===== src/rtl/mem_arbiter.sv =====
// mem_arbiter: shares one memory read port between an instruction-fetch
// requester and a data (load) requester. A winner is picked in IDLE, its
// address/extra/bounds are held on mem_* for READ_LATENCY+1 cycles (ISSUE),
// then mem_data/mem_error are captured and returned with a one-cycle valid
// pulse (RESP).
// Optional feature: define MEM_ARB_FIXED_PRIO_EN to make fetch always win
// simultaneous requests (no round-robin pointer; data may starve).
module mem_arbiter #(
  parameter int MEM_DEPTH    = 3,
  parameter int MEM_EXTRA    = 4,
  parameter int READ_LATENCY = 1
) (
  input  logic                             clk,
  input  logic                             reset,
  input  logic                             fetch_req,
  input  logic [MEM_DEPTH:0]               fetch_addr,
  input  logic [MEM_EXTRA-1:0]             fetch_extra,
  input  logic [MEM_DEPTH:0]               fetch_lower_bound,
  input  logic [MEM_DEPTH:0]               fetch_upper_bound,
  output logic                             fetch_valid,
  output logic [(2**MEM_EXTRA)*8-1:0]      fetch_data,
  output logic                             fetch_error,
  input  logic                             data_req,
  input  logic [MEM_DEPTH:0]               data_addr,
  input  logic [MEM_EXTRA-1:0]             data_extra,
  input  logic [MEM_DEPTH:0]               data_lower_bound,
  input  logic [MEM_DEPTH:0]               data_upper_bound,
  output logic                             data_valid,
  output logic [(2**MEM_EXTRA)*8-1:0]      data_data,
  output logic                             data_error,
  output logic [MEM_DEPTH:0]               mem_addr,
  output logic [MEM_EXTRA-1:0]             mem_extra,
  output logic [MEM_DEPTH:0]               mem_lower_bound,
  output logic [MEM_DEPTH:0]               mem_upper_bound,
  input  logic [(2**MEM_EXTRA)*8-1:0]      mem_data,
  input  logic                             mem_error,
  output logic                             busy
);

  localparam int CNT_W = (READ_LATENCY < 1) ? 1 : $clog2(READ_LATENCY + 1);

  typedef enum logic [1:0] {IDLE, ISSUE, RESP} state_t;

  state_t           state;
  logic [CNT_W-1:0] cnt;
  logic             sel_data;    // current winner: 1 = data, 0 = fetch
  logic             grant_data;  // winner chosen this cycle if a grant happens

`ifdef MEM_ARB_FIXED_PRIO_EN
  // Fixed priority: data wins only when fetch is not asking
  always_comb begin
    grant_data = data_req & ~fetch_req;
  end
`else
  logic last_data;  // 1 when the most recent grant went to data

  // Round-robin: a lone requester wins; on collision the one not served last wins
  always_comb begin
    grant_data = (data_req & ~fetch_req) | (data_req & fetch_req & ~last_data);
  end
`endif

  // Arbitration FSM with registered memory-side and response-side outputs
  always_ff @(posedge clk) begin
    if (reset) begin
      state           <= IDLE;
      cnt             <= '0;
      sel_data        <= 1'b0;
      mem_addr        <= '0;
      mem_extra       <= '0;
      mem_lower_bound <= '0;
      mem_upper_bound <= '0;
      fetch_valid     <= 1'b0;
      fetch_data      <= '0;
      fetch_error     <= 1'b0;
      data_valid      <= 1'b0;
      data_data       <= '0;
      data_error      <= 1'b0;
      busy            <= 1'b0;
`ifndef MEM_ARB_FIXED_PRIO_EN
      last_data       <= 1'b1;  // makes fetch the preferred side after reset
`endif
    end else begin
      fetch_valid <= 1'b0;
      data_valid  <= 1'b0;
      case (state)
        IDLE: begin
          if (fetch_req || data_req) begin
            sel_data <= grant_data;
`ifndef MEM_ARB_FIXED_PRIO_EN
            last_data <= grant_data;
`endif
            if (grant_data) begin
              mem_addr        <= data_addr;
              mem_extra       <= data_extra;
              mem_lower_bound <= data_lower_bound;
              mem_upper_bound <= data_upper_bound;
            end else begin
              mem_addr        <= fetch_addr;
              mem_extra       <= fetch_extra;
              mem_lower_bound <= fetch_lower_bound;
              mem_upper_bound <= fetch_upper_bound;
            end
            cnt   <= '0;
            busy  <= 1'b1;
            state <= ISSUE;
          end
        end
        ISSUE: begin
          cnt <= cnt + 1'b1;
          if (cnt == CNT_W'(READ_LATENCY)) begin
            if (sel_data) begin
              data_data  <= mem_data;
              data_error <= mem_error;
              data_valid <= 1'b1;
            end else begin
              fetch_data  <= mem_data;
              fetch_error <= mem_error;
              fetch_valid <= 1'b1;
            end
            state <= RESP;
          end
        end
        RESP: begin
          busy  <= 1'b0;
          state <= IDLE;
        end
        default: begin
          busy  <= 1'b0;
          state <= IDLE;
        end
      endcase
    end
  end

endmodule


===== config.mk =====
export PLATFORM = sky130hd
export DESIGN_NAME = mem_arbiter
export DESIGN_NICKNAME = d
export VERILOG_FILES = /design/src/rtl/mem_arbiter.sv
export SDC_FILE = /design/constraint.sdc
export NUM_CORES = 1
export LEC_CHECK = 0
export CELL_PAD_IN_SITES_DETAIL_PLACEMENT = 0
export CELL_PAD_IN_SITES_GLOBAL_PLACEMENT = 1
export CORE_MARGIN = 10
export CORE_UTILIZATION = 31
export DETAILED_ROUTE_END_ITERATION = 12
export PLACE_DENSITY_LB_ADDON = 0.1
export SYNTH_ARGS = -nofsm -noshare
export SYNTH_HDL_FRONTEND = slang
export SYNTH_SLANG_ARGS = --single-unit

===== constraint.sdc =====
create_clock -name clk -period 3.5 [get_ports clk]
set_input_delay 0.35 -clock clk [delete_from_list [all_inputs] [get_ports clk]]
set_output_delay 0.35 -clock clk [all_outputs]
set_load 0.02 [all_outputs]

## Word level (Yosys, flattened, before mapping)

Cells that the tools add are included.
Widths: inputs -> output; s select.

- Add/subtract/negate cells: 1
- Eq/ne operators: 3
- Mux-type cells: 13
- Bitwise logic cells: 9
- Reduce and logical (&&, ||, !) cells: 10

Operators by type and width:

| operator | number |
|---|---|
| $mux 4 | 4 |
| $reduce_and 2->1 | 4 |
| $reduce_and 3->1 | 2 |
| $not 1->1 | 5 |
| $mux 1 | 4 |
| $mux 2 | 2 |
| $ne 2x2->1 const B | 2 |
| $pmux 1 s2 | 2 |
| $pmux 2 s2 | 1 |
| $and 1x1->1 | 3 |
| $reduce_or 3->1 | 1 |
| $eq 2x1->1 const B | 1 |
| $logic_not 2->1 | 1 |
| $reduce_bool 2->1 | 1 |
| $add 1x1->1 const B | 1 |
| $logic_or 1x1->1 | 1 |
| $or 1x1->1 | 1 |

- Register bits after elaboration: 282
- Bits of input ports: 165
- Output and inout port bits: 277
- Word-level logic and storage cells: 51

## Logic depth before layout (Yosys ltp)

Gate-level depths: netlist of run 1.

- Depth after elaboration: 4
- Mapped depth: 6
- Depth with buffers taken out: 3

## Worst setup path after synthesis of run 1

Ideal clock, no wire load.

- Kind: flip-flop to flip-flop
- Start point: reg state[0]
- End point: reg mem_lower_bound[0]
- Arrival: 1159 ps
- Data required time: 3367 ps
- Path slack: 2208 ps
- Stages on the path, launching flop included: 6
- Buffers on the path: 2
- Cells stage by stage: dfxtp_1 -> buf_2 -> or2_2 -> nor2_2 -> buf_4 -> a311oi_1

- Longest elaborated chain between the ends: 2

RTL lines:

| what | RTL line | source |
|---|---|---|
| start: declaration | 44 | `state_t state;` |
| start signal: assignment | 66 | `state <= IDLE;` |
| start signal: assignment | 106 | `state <= ISSUE;` |
| start signal: assignment | 121 | `state <= RESP;` |
| $logic_not 2->1 | 86 | `case (state)` |
| $reduce_and 2->1 (no source line) | - |  |
| end signal: assignment | 96 | `mem_lower_bound <= data_lower_bound;` |
| end signal: assignment | 101 | `mem_lower_bound <= fetch_lower_bound;` |
| end: declaration | 33 | `output logic [MEM_DEPTH:0] mem_lower_bound,` |

No other way between the ends.
A chain may end at the register's enable or synchronous reset.

## Worst setup path after layout of run 1

- Start point: reg state[0]
- End point: reg data_data[80]

- Longest elaborated chain between the ends: 2

RTL lines:

| what | RTL line | source |
|---|---|---|
| $eq 2x1->1 | 86 |  |
| $reduce_and 3->1 (no source line) | - |  |
| end signal: assignment | 113 | `data_data <= mem_data;` |
| end: declaration | 29 | `output logic [(2**MEM_EXTRA)*8-1:0] data_data,` |

No other way between the ends.

==> results of run 1 <==
## metal layers
metal / track usage / routed length, um
met4: 0.04954 / 924
met3: 0.07792 / 4325
met5: 0 / 0
met2: 0.3094 / 18210
met1: 0.2183 / 15700
## logic make-up (layout without fill, tap and decap cells)
| kind of cell | after synthesis | in the layout | share of synthesized area |
|---|---|---|---|
| and+or+nand+nor | 566 | 566 | 0.2215 |
| AOI/OAI and AO/OA | 299 | 299 | 0.1597 |
| DFF | 282 | 282 | 0.5738 |
| buffers and inverters | 95 | 507 | 0.04501 |
| other | 0 | 1 | 0 |
## path summary, 6_finish.rpt
kind                                            from            endpoint
worst max-delay path                        state[0]       data_data[80]
worst min-delay path            fetch_upper_bound[0]  mem_upper_bound[0]
worst max register to register              state[0]       data_data[80]
worst min register to register        fetch_data[84]      fetch_data[84]
## sequential cells by signal, indices dropped and copies added, names as in the netlist
name             flops
busy                 1
cnt                  1
data_data          128
data_error           1
data_valid           1
fetch_data         128
fetch_error          1
fetch_valid          1
last_data            1
mem_addr             4
mem_extra            4
mem_lower_bound      4
mem_upper_bound      4
sel_data             1
state                2
## report_power, final
part           switching (uW)  internal [uW]
Sequential               56.9           3300
Clock                    1290           1800
Combinational             427            390
Total                    1780           5500
## layout by cell type (no fill, tap or decap), drive strengths merged
cell type | synthesis | layout
o21ai | 2 | 2
nor2 | 5 | 5
nand3b | 2 | 2
clkinv | 0 | 4
diode | 0 | 1
nand3 | 1 | 1
a21boi | 1 | 1
a21oi | 278 | 278
nor4bb | 1 | 1
a21bo | 1 | 1
or2 | 2 | 2
a311oi | 17 | 17
and4b | 1 | 1
or3 | 1 | 1
clkbuf | 36 | 51
buf | 58 | 11
nand4bb | 1 | 1
inv | 1 | 1
clkdlybuf4s50 | 0 | 440
nand2 | 550 | 550
and4bb | 1 | 1
dfxtp | 282 | 282
nand4b | 1 | 1
## worst min-delay path, cell delays in order
cell                              delay, ns
sky130_fd_sc_hd__clkdlybuf4s50_1       0.40
sky130_fd_sc_hd__nand2_1               0.05
sky130_fd_sc_hd__a311oi_1              0.07
## synth_stat cells
library cell                number
sky130_fd_sc_hd__nand2_1       550
sky130_fd_sc_hd__dfxtp_1       282
sky130_fd_sc_hd__a21oi_1       278
sky130_fd_sc_hd__buf_2          51
sky130_fd_sc_hd__clkbuf_1       36
sky130_fd_sc_hd__a311oi_1       17
sky130_fd_sc_hd__buf_4           6
sky130_fd_sc_hd__nor2_1          3
sky130_fd_sc_hd__nand3b_1        2
sky130_fd_sc_hd__nor2_2          2
sky130_fd_sc_hd__o21ai_0         2
sky130_fd_sc_hd__or2_2           2
sky130_fd_sc_hd__a21bo_1         1
sky130_fd_sc_hd__a21boi_2        1
sky130_fd_sc_hd__and4b_1         1
sky130_fd_sc_hd__and4bb_2        1
sky130_fd_sc_hd__buf_1           1
sky130_fd_sc_hd__inv_1           1
sky130_fd_sc_hd__nand3_1         1
sky130_fd_sc_hd__nand4b_1        1
sky130_fd_sc_hd__nand4bb_1       1
sky130_fd_sc_hd__nor4bb_1        1
sky130_fd_sc_hd__or3_1           1
## cell type report
type,count,share of cell area
flip-flops and latches,282,0.3657
repair buffers,452,0.2948
multi-input cells,865,0.2445
clock buffers,50,0.06071
well taps,402,0.03258
clock inverters,4,0.001297
inverters,1,0.0002432
diodes,1,0.0001621
## per-stage QoR
| step | worst slack [ns] | total power, uW | utilization | cell area [um^2] | instances |
|---|---|---|---|---|---|
| 2_1_floorplan | 2.208 | 3775 | - | 9839 | 1242 |
| 3_3_place_gp | 1.426 | 4253 | 0.4600 | 14480 | 2002 |
| 3_5_place_dp | 1.375 | 4254 | 0.4600 | 14480 | 2002 |
| 4_1_cts | 1.344 | 7367 | 0.4904 | 15430 | 2056 |
| 5_1_grt | 1.189 | 7573 | 0.4905 | 15440 | 2057 |
| 6_report | 1.369 | 7273 | 0.4905 | 15440 | 2057 |
==> metrics.txt, run 1 <==
# TYPE chip_impl_metric gauge
chip_impl_metric{name="postRouteWirelength",unit="um"} 39160
chip_impl_metric{name="postSynthNetCount",unit=""} 1407
chip_impl_metric{name="synthesis.area",unit="um^2"} 9839
chip_impl_metric{name="timing.hold.worst_path_depth",unit=""} 3
chip_impl_metric{name="max_freq",unit="MHz"} 469.4
chip_impl_metric{name="regToRegSetupSlack",unit="ns"} 1.37
chip_impl_info{name="cts.root.buffer_cell",value="sky130_fd_sc_hd__clkbuf_16"} 1
chip_impl_metric{name="nFillCells",unit=""} 3128
chip_impl_metric{name="avgViaCountPerCell",unit=""} 4.656
chip_impl_metric{name="drt_initial_violations",unit=""} 464
chip_impl_metric{name="first_pass_grt_wire_length",unit="um"} 57650
chip_impl_info{name="crit_family",value="simple AND/OR/NAND/NOR gates"} 1
chip_impl_metric{name="hpwlAfterDp",unit="um"} 27470
chip_impl_metric{name="post_synth_inst_count",unit=""} 1242
chip_impl_metric{name="hold_viol",unit=""} 0
chip_impl_metric{name="final_antenna_net_count",unit=""} 0
chip_impl_metric{name="layout-area-overhead-vs-synth",unit="%"} 56.89
chip_impl_metric{name="top_level_ports",unit=""} 442
chip_impl_metric{name="place.port_buffers",unit=""} 441
chip_impl_metric{name="cp_slowest_stage_delay",unit="ns"} 0.84
chip_impl_metric{name="setup_total_negative_slack",unit="ns"} 0
chip_impl_metric{name="cts_hold_fix_bufs",unit=""} 0
chip_impl_metric{name="crit_arrival",unit="ns"} 2.61
chip_impl_metric{name="cts_made_buffers",unit=""} 31
chip_impl_info{name="synth_top_cell_by_area",value="sky130_fd_sc_hd__dfxtp_1"} 1
chip_impl_metric{name="core_area",unit="um^2"} 31470
chip_impl_info{name="timing.hold.worst.class",value="input port to register"} 1
chip_impl_metric{name="finalHoldWorstSlack",unit="ns"} 0.3634
chip_impl_metric{name="ys_seq_elements",unit=""} 282
chip_impl_metric{name="multi_input_gate_area_in_the_final_layout",unit="um^2"} 3775
chip_impl_metric{name="cts-resized-gates",unit=""} 0
chip_impl_metric{name="floorplan.initialDensity",unit=""} 0.3126
chip_impl_metric{name="wire_per_inst",unit="um"} 19.04
chip_impl_metric{name="setup_viol_count_final",unit=""} 0
chip_impl_metric{name="seq_area_frac_synth",unit=""} 0.5738
chip_impl_metric{name="grt_pass1_vias",unit=""} 9341
chip_impl_metric{name="gpl.final_weighted_congestion",unit=""} 0.7762
chip_impl_metric{name="globalRouteOverflowTotal",unit=""} 0
chip_impl_metric{name="count_of_h_tree_levels_built_during_cts",unit=""} 1
chip_impl_metric{name="dieHeight",unit="um"} 198.2
chip_impl_metric{name="synth_top_area_share",unit=""} 0.5738
chip_impl_info{name="startpoint_to_endpoint_class_of_the_critical_path",value="register to register"} 1
chip_impl_metric{name="num_rows",unit=""} 65
chip_impl_metric{name="p_leak",unit="uW"} 0.005134
chip_impl_metric{name="track_usage",unit=""} 0.1872
chip_impl_metric{name="drv.max_cap_violation_count",unit=""} 0
chip_impl_info{name="worstSetupStartpointType",value="register"} 1
chip_impl_info{name="run_status",value="completed"} 1
chip_impl_metric{name="worst_clock_skew",unit="ns"} 0.02049
chip_impl_metric{name="critical_path_buf_inv_count",unit=""} 1
chip_impl_metric{name="antenna_found_initial",unit=""} 1
chip_impl_metric{name="cellPowerDensity",unit="nW/um^2"} 471.1
chip_impl_metric{name="drt_first_pass_iters",unit=""} 5
chip_impl_metric{name="insertion_delay",unit="ns"} 0.56
chip_impl_info{name="cts_tree",value="done"} 1
chip_impl_metric{name="worstSetupPathDepth",unit=""} 4
chip_impl_metric{name="design.final.nets",unit=""} 1798
chip_impl_metric{name="detailroute.via_count",unit=""} 9578
chip_impl_metric{name="cts.sink_count",unit=""} 282
chip_impl_metric{name="yosys_warnings",unit=""} 0
chip_impl_metric{name="area.sequential",unit="um^2"} 5645
chip_impl_metric{name="timing.reg2reg.worst_path_depth",unit=""} 4
chip_impl_metric{name="postSynthAreaPerCell",unit="um^2"} 7.922
chip_impl_metric{name="drc",unit=""} 0
chip_impl_info{name="cpMaxStageDelayCell",value="sky130_fd_sc_hd__and4b_4"} 1
chip_impl_metric{name="layout-drive-gt1-share",unit=""} 0.03869
chip_impl_metric{name="maxSlewViolCount",unit=""} 0
chip_impl_metric{name="dieWidth",unit="um"} 198.2
chip_impl_metric{name="final.min_clock_period",unit="ns"} 2.131
chip_impl_metric{name="final_min_period_over_clock_period",unit=""} 0.6087
chip_impl_info{name="grt_setup_unrepaired",value="no"} 1
chip_impl_metric{name="clock_path_buffers",unit=""} 3
chip_impl_info{name="cp-end-kind",value="register"} 1
chip_impl_metric{name="worst_slew_margin_rel",unit=""} 0.3678
chip_impl_info{name="synth_top_cells_by_area",value="sky130_fd_sc_hd__dfxtp_1, sky130_fd_sc_hd__nand2_1, sky130_fd_sc_hd__a21oi_1"} 1
chip_impl_metric{name="die_area",unit="um^2"} 39270
chip_impl_metric{name="worstMarginPinSlew",unit="ns"} 0.9484
chip_impl_metric{name="post-cts-setup-buffers",unit=""} 0
chip_impl_metric{name="critPathRequiredTime",unit="ns"} 3.98
chip_impl_metric{name="peakVddDrop",unit="mV"} 0.3525
chip_impl_metric{name="synth.lib_cells_used.distinct",unit=""} 23
chip_impl_metric{name="worst_path_clk_slew",unit="ns"} 0.06
chip_impl_metric{name="grt_max_degree",unit=""} 87
chip_impl_metric{name="critPathMaxFanout",unit=""} 57
chip_impl_info{name="crit_chain",value="and4b_4 > buf_12 > nand2_1 > a21oi_1"} 1
Note: power is estimated with default switching activity, not from simulation.
==> run 2: changes to the inputs <==
- CORE_UTILIZATION: 31 -> 26
- clock period: 3.5 -> 1.8 ns (I/O delays scaled with it)
==> run 2 against run 1 <==
Compared with the run above: final cell count increased by 6.1%; critical path depth fell by 3; combinational power increased by 110%; worst hold slack worse by 0.26 ns; count of clock-buffer cells in the layout is 4 higher; clock skew is 0.012 ns lower; highest routed layer is now met5.
==> metrics.txt, run 2 (synthesis results as in run 1) <==
# TYPE chip_impl_metric gauge
chip_impl_metric{name="final_antenna_net_count",unit=""} 0
chip_impl_metric{name="track_usage",unit=""} 0.1735
chip_impl_info{name="timing.hold.worst.class",value="input port to register"} 1
chip_impl_metric{name="cellPowerDensity",unit="nW/um^2"} 943.4
chip_impl_metric{name="core_area",unit="um^2"} 37490
chip_impl_metric{name="dieWidth",unit="um"} 214.5
chip_impl_metric{name="num_rows",unit=""} 71
chip_impl_metric{name="p_leak",unit="uW"} 0.005348
chip_impl_info{name="cpMaxStageDelayCell",value="sky130_fd_sc_hd__clkdlybuf4s50_1"} 1
chip_impl_metric{name="grt_pass1_vias",unit=""} 9289
chip_impl_metric{name="antenna_found_initial",unit=""} 4
chip_impl_info{name="cts.root.buffer_cell",value="sky130_fd_sc_hd__clkbuf_16"} 1
chip_impl_metric{name="postRouteWirelength",unit="um"} 41900
chip_impl_metric{name="grt_max_degree",unit=""} 71
chip_impl_metric{name="cts.sink_count",unit=""} 282
chip_impl_metric{name="hold_viol",unit=""} 0
chip_impl_metric{name="dieHeight",unit="um"} 214.5
chip_impl_metric{name="worstMarginPinSlew",unit="ns"} 0.4267
chip_impl_metric{name="worst_path_clk_slew",unit="ns"} 0.06
chip_impl_metric{name="critPathRequiredTime",unit="ns"} 1.62
chip_impl_metric{name="floorplan.initialDensity",unit=""} 0.2625
chip_impl_metric{name="max_freq",unit="MHz"} 577.9
chip_impl_info{name="most-common-layout-cells",value="sky130_fd_sc_hd__nand2_1, sky130_fd_sc_hd__clkdlybuf4s50_1, sky130_fd_sc_hd__dfxtp_1"} 1
chip_impl_metric{name="utilization_after_layout",unit=""} 0.4258
chip_impl_metric{name="crit_arrival",unit="ns"} 1.55
chip_impl_metric{name="detailed_place.area",unit="um^2"} 14860
chip_impl_info{name="crit_family",value="buffers and inverters"} 1
chip_impl_metric{name="drc",unit=""} 0
chip_impl_info{name="cp-end-kind",value="output port"} 1
chip_impl_metric{name="drt_first_pass_iters",unit=""} 5
chip_impl_metric{name="first_pass_grt_wire_length",unit="um"} 62030
chip_impl_metric{name="globalRouteOverflowTotal",unit=""} 0
chip_impl_metric{name="setup_viol_count_final",unit=""} 0
chip_impl_metric{name="wire_per_inst",unit="um"} 19.19
chip_impl_metric{name="layout-drive-gt1-share",unit=""} 0.04668
chip_impl_metric{name="final_design_area_no_fill",unit="um^2"} 15960
chip_impl_metric{name="cp_slowest_stage_delay",unit="ns"} 0.69
chip_impl_metric{name="insertion_delay",unit="ns"} 0.53
chip_impl_info{name="largest_regs",value="data_data: 128 flops, fetch_data: 128 flops"} 1
chip_impl_metric{name="drt_initial_violations",unit=""} 513
chip_impl_info{name="grt_setup_unrepaired",value="no"} 1
chip_impl_metric{name="worst_slew_margin_rel",unit=""} 0.7149
chip_impl_metric{name="clock_path_buffers",unit=""} 3
chip_impl_metric{name="die_area",unit="um^2"} 46030
chip_impl_info{name="cts_tree",value="done"} 1
chip_impl_metric{name="post-cts-setup-buffers",unit=""} 0
chip_impl_metric{name="final.min_clock_period",unit="ns"} 1.730
chip_impl_metric{name="regToRegSetupSlack",unit="ns"} 0.20
chip_impl_metric{name="layout-area-overhead-vs-synth",unit="%"} 62.23
chip_impl_metric{name="design.final.nets",unit=""} 1816
chip_impl_info{name="crit_chain",value="clkdlybuf4s50_1"} 1
chip_impl_info{name="run_status",value="completed"} 1
chip_impl_metric{name="cts_made_buffers",unit=""} 35
chip_impl_metric{name="cts_hold_fix_bufs",unit=""} 0
chip_impl_metric{name="place.port_buffers",unit=""} 441
chip_impl_info{name="final_common_cell",value="sky130_fd_sc_hd__nand2_1"} 1
chip_impl_metric{name="final_min_period_over_clock_period",unit=""} 0.9613
chip_impl_info{name="startpoint_to_endpoint_class_of_the_critical_path",value="register to output port"} 1
chip_impl_metric{name="cts-resized-gates",unit=""} 1
chip_impl_metric{name="peakVddDrop",unit="mV"} 0.6739
chip_impl_metric{name="worst_clock_skew",unit="ns"} 0.008196
chip_impl_metric{name="critical_path_buf_inv_count",unit=""} 1
chip_impl_metric{name="gpl.final_weighted_congestion",unit=""} 0.7451
chip_impl_metric{name="critPathMaxFanout",unit=""} 2
chip_impl_metric{name="hpwlAfterDp",unit="um"} 29500
chip_impl_metric{name="detailroute.via_count",unit=""} 9716
chip_impl_metric{name="count_of_h_tree_levels_built_during_cts",unit=""} 2
chip_impl_info{name="worstSetupStartpointType",value="register"} 1
chip_impl_metric{name="avgViaCountPerCell",unit=""} 4.451
chip_impl_metric{name="top_level_ports",unit=""} 442
chip_impl_metric{name="maxSlewViolCount",unit=""} 0
chip_impl_metric{name="drv.max_cap_violation_count",unit=""} 0
[run 2: cell count changes in the layout (fill, tap and decap cells not counted), sizes merged]
cell | before | now
dlygate4sd2 | 0 | 1
dlymetal6s2s | 0 | 2
clkinv | 4 | 1
clkbuf | 51 | 55
clkdlybuf4s50 | 440 | 437
bufinv | 0 | 2
buf | 11 | 25
[run 2: layout make-up]
class,instances,area [um^2]
Antenna cell,1,2.502
Clock buffer,54,1030
Clock inverter,3,65.06
Fill cell,3873,21530
Inverter,1,3.754
Multi-Input combinational cell,865,3780
Sequential cell,282,5645
Tap cell,511,639.4
Timing Repair Buffer,466,4797
[run 2: power breakdown]
group	switching, uW	total [uW]	internal, uW
clock network	2660	6850	4190
registers	99.8	6520	6420
logic	874	1690	815
[run 2: per-layer routing]
metal / GRT usage / routed length [um] / vias up
li1: - / - / 4846
met1: 0.2118 / 17880 / 4526
met2: 0.2738 / 19510 / 298
met3: 0.07814 / 3860 / 40
met4: 0.04136 / 613 / 6
met5: 0 / 38 / -
[run 2: worst paths after layout]
kind	depth (start not counted)	endpoint	startpoint
setup / recovery	1	data_data[116]	data_data[116]
hold / removal	2	data_valid	reset
setup reg to reg	4	fetch_data[27]	state[0]
hold reg to reg	2	fetch_data[122]	fetch_data[122]
[run 2: through the flow]
step                power [uW]  TNS (ns)  std cells  hold slack, ns  worst slack [ns]
CTS                      15320         0       2182         0.07327          0.007188
global route             15690         0       2183         0.08077          0.002158
floorplan                 7340         0       1242          0.3160            0.5077
global placement          8365         0       2125          0.4412           0.04412
finish                   15060         0       2183         0.09952           0.06958
detailed placement        8367  -0.03209       2125          0.4453         -0.009357
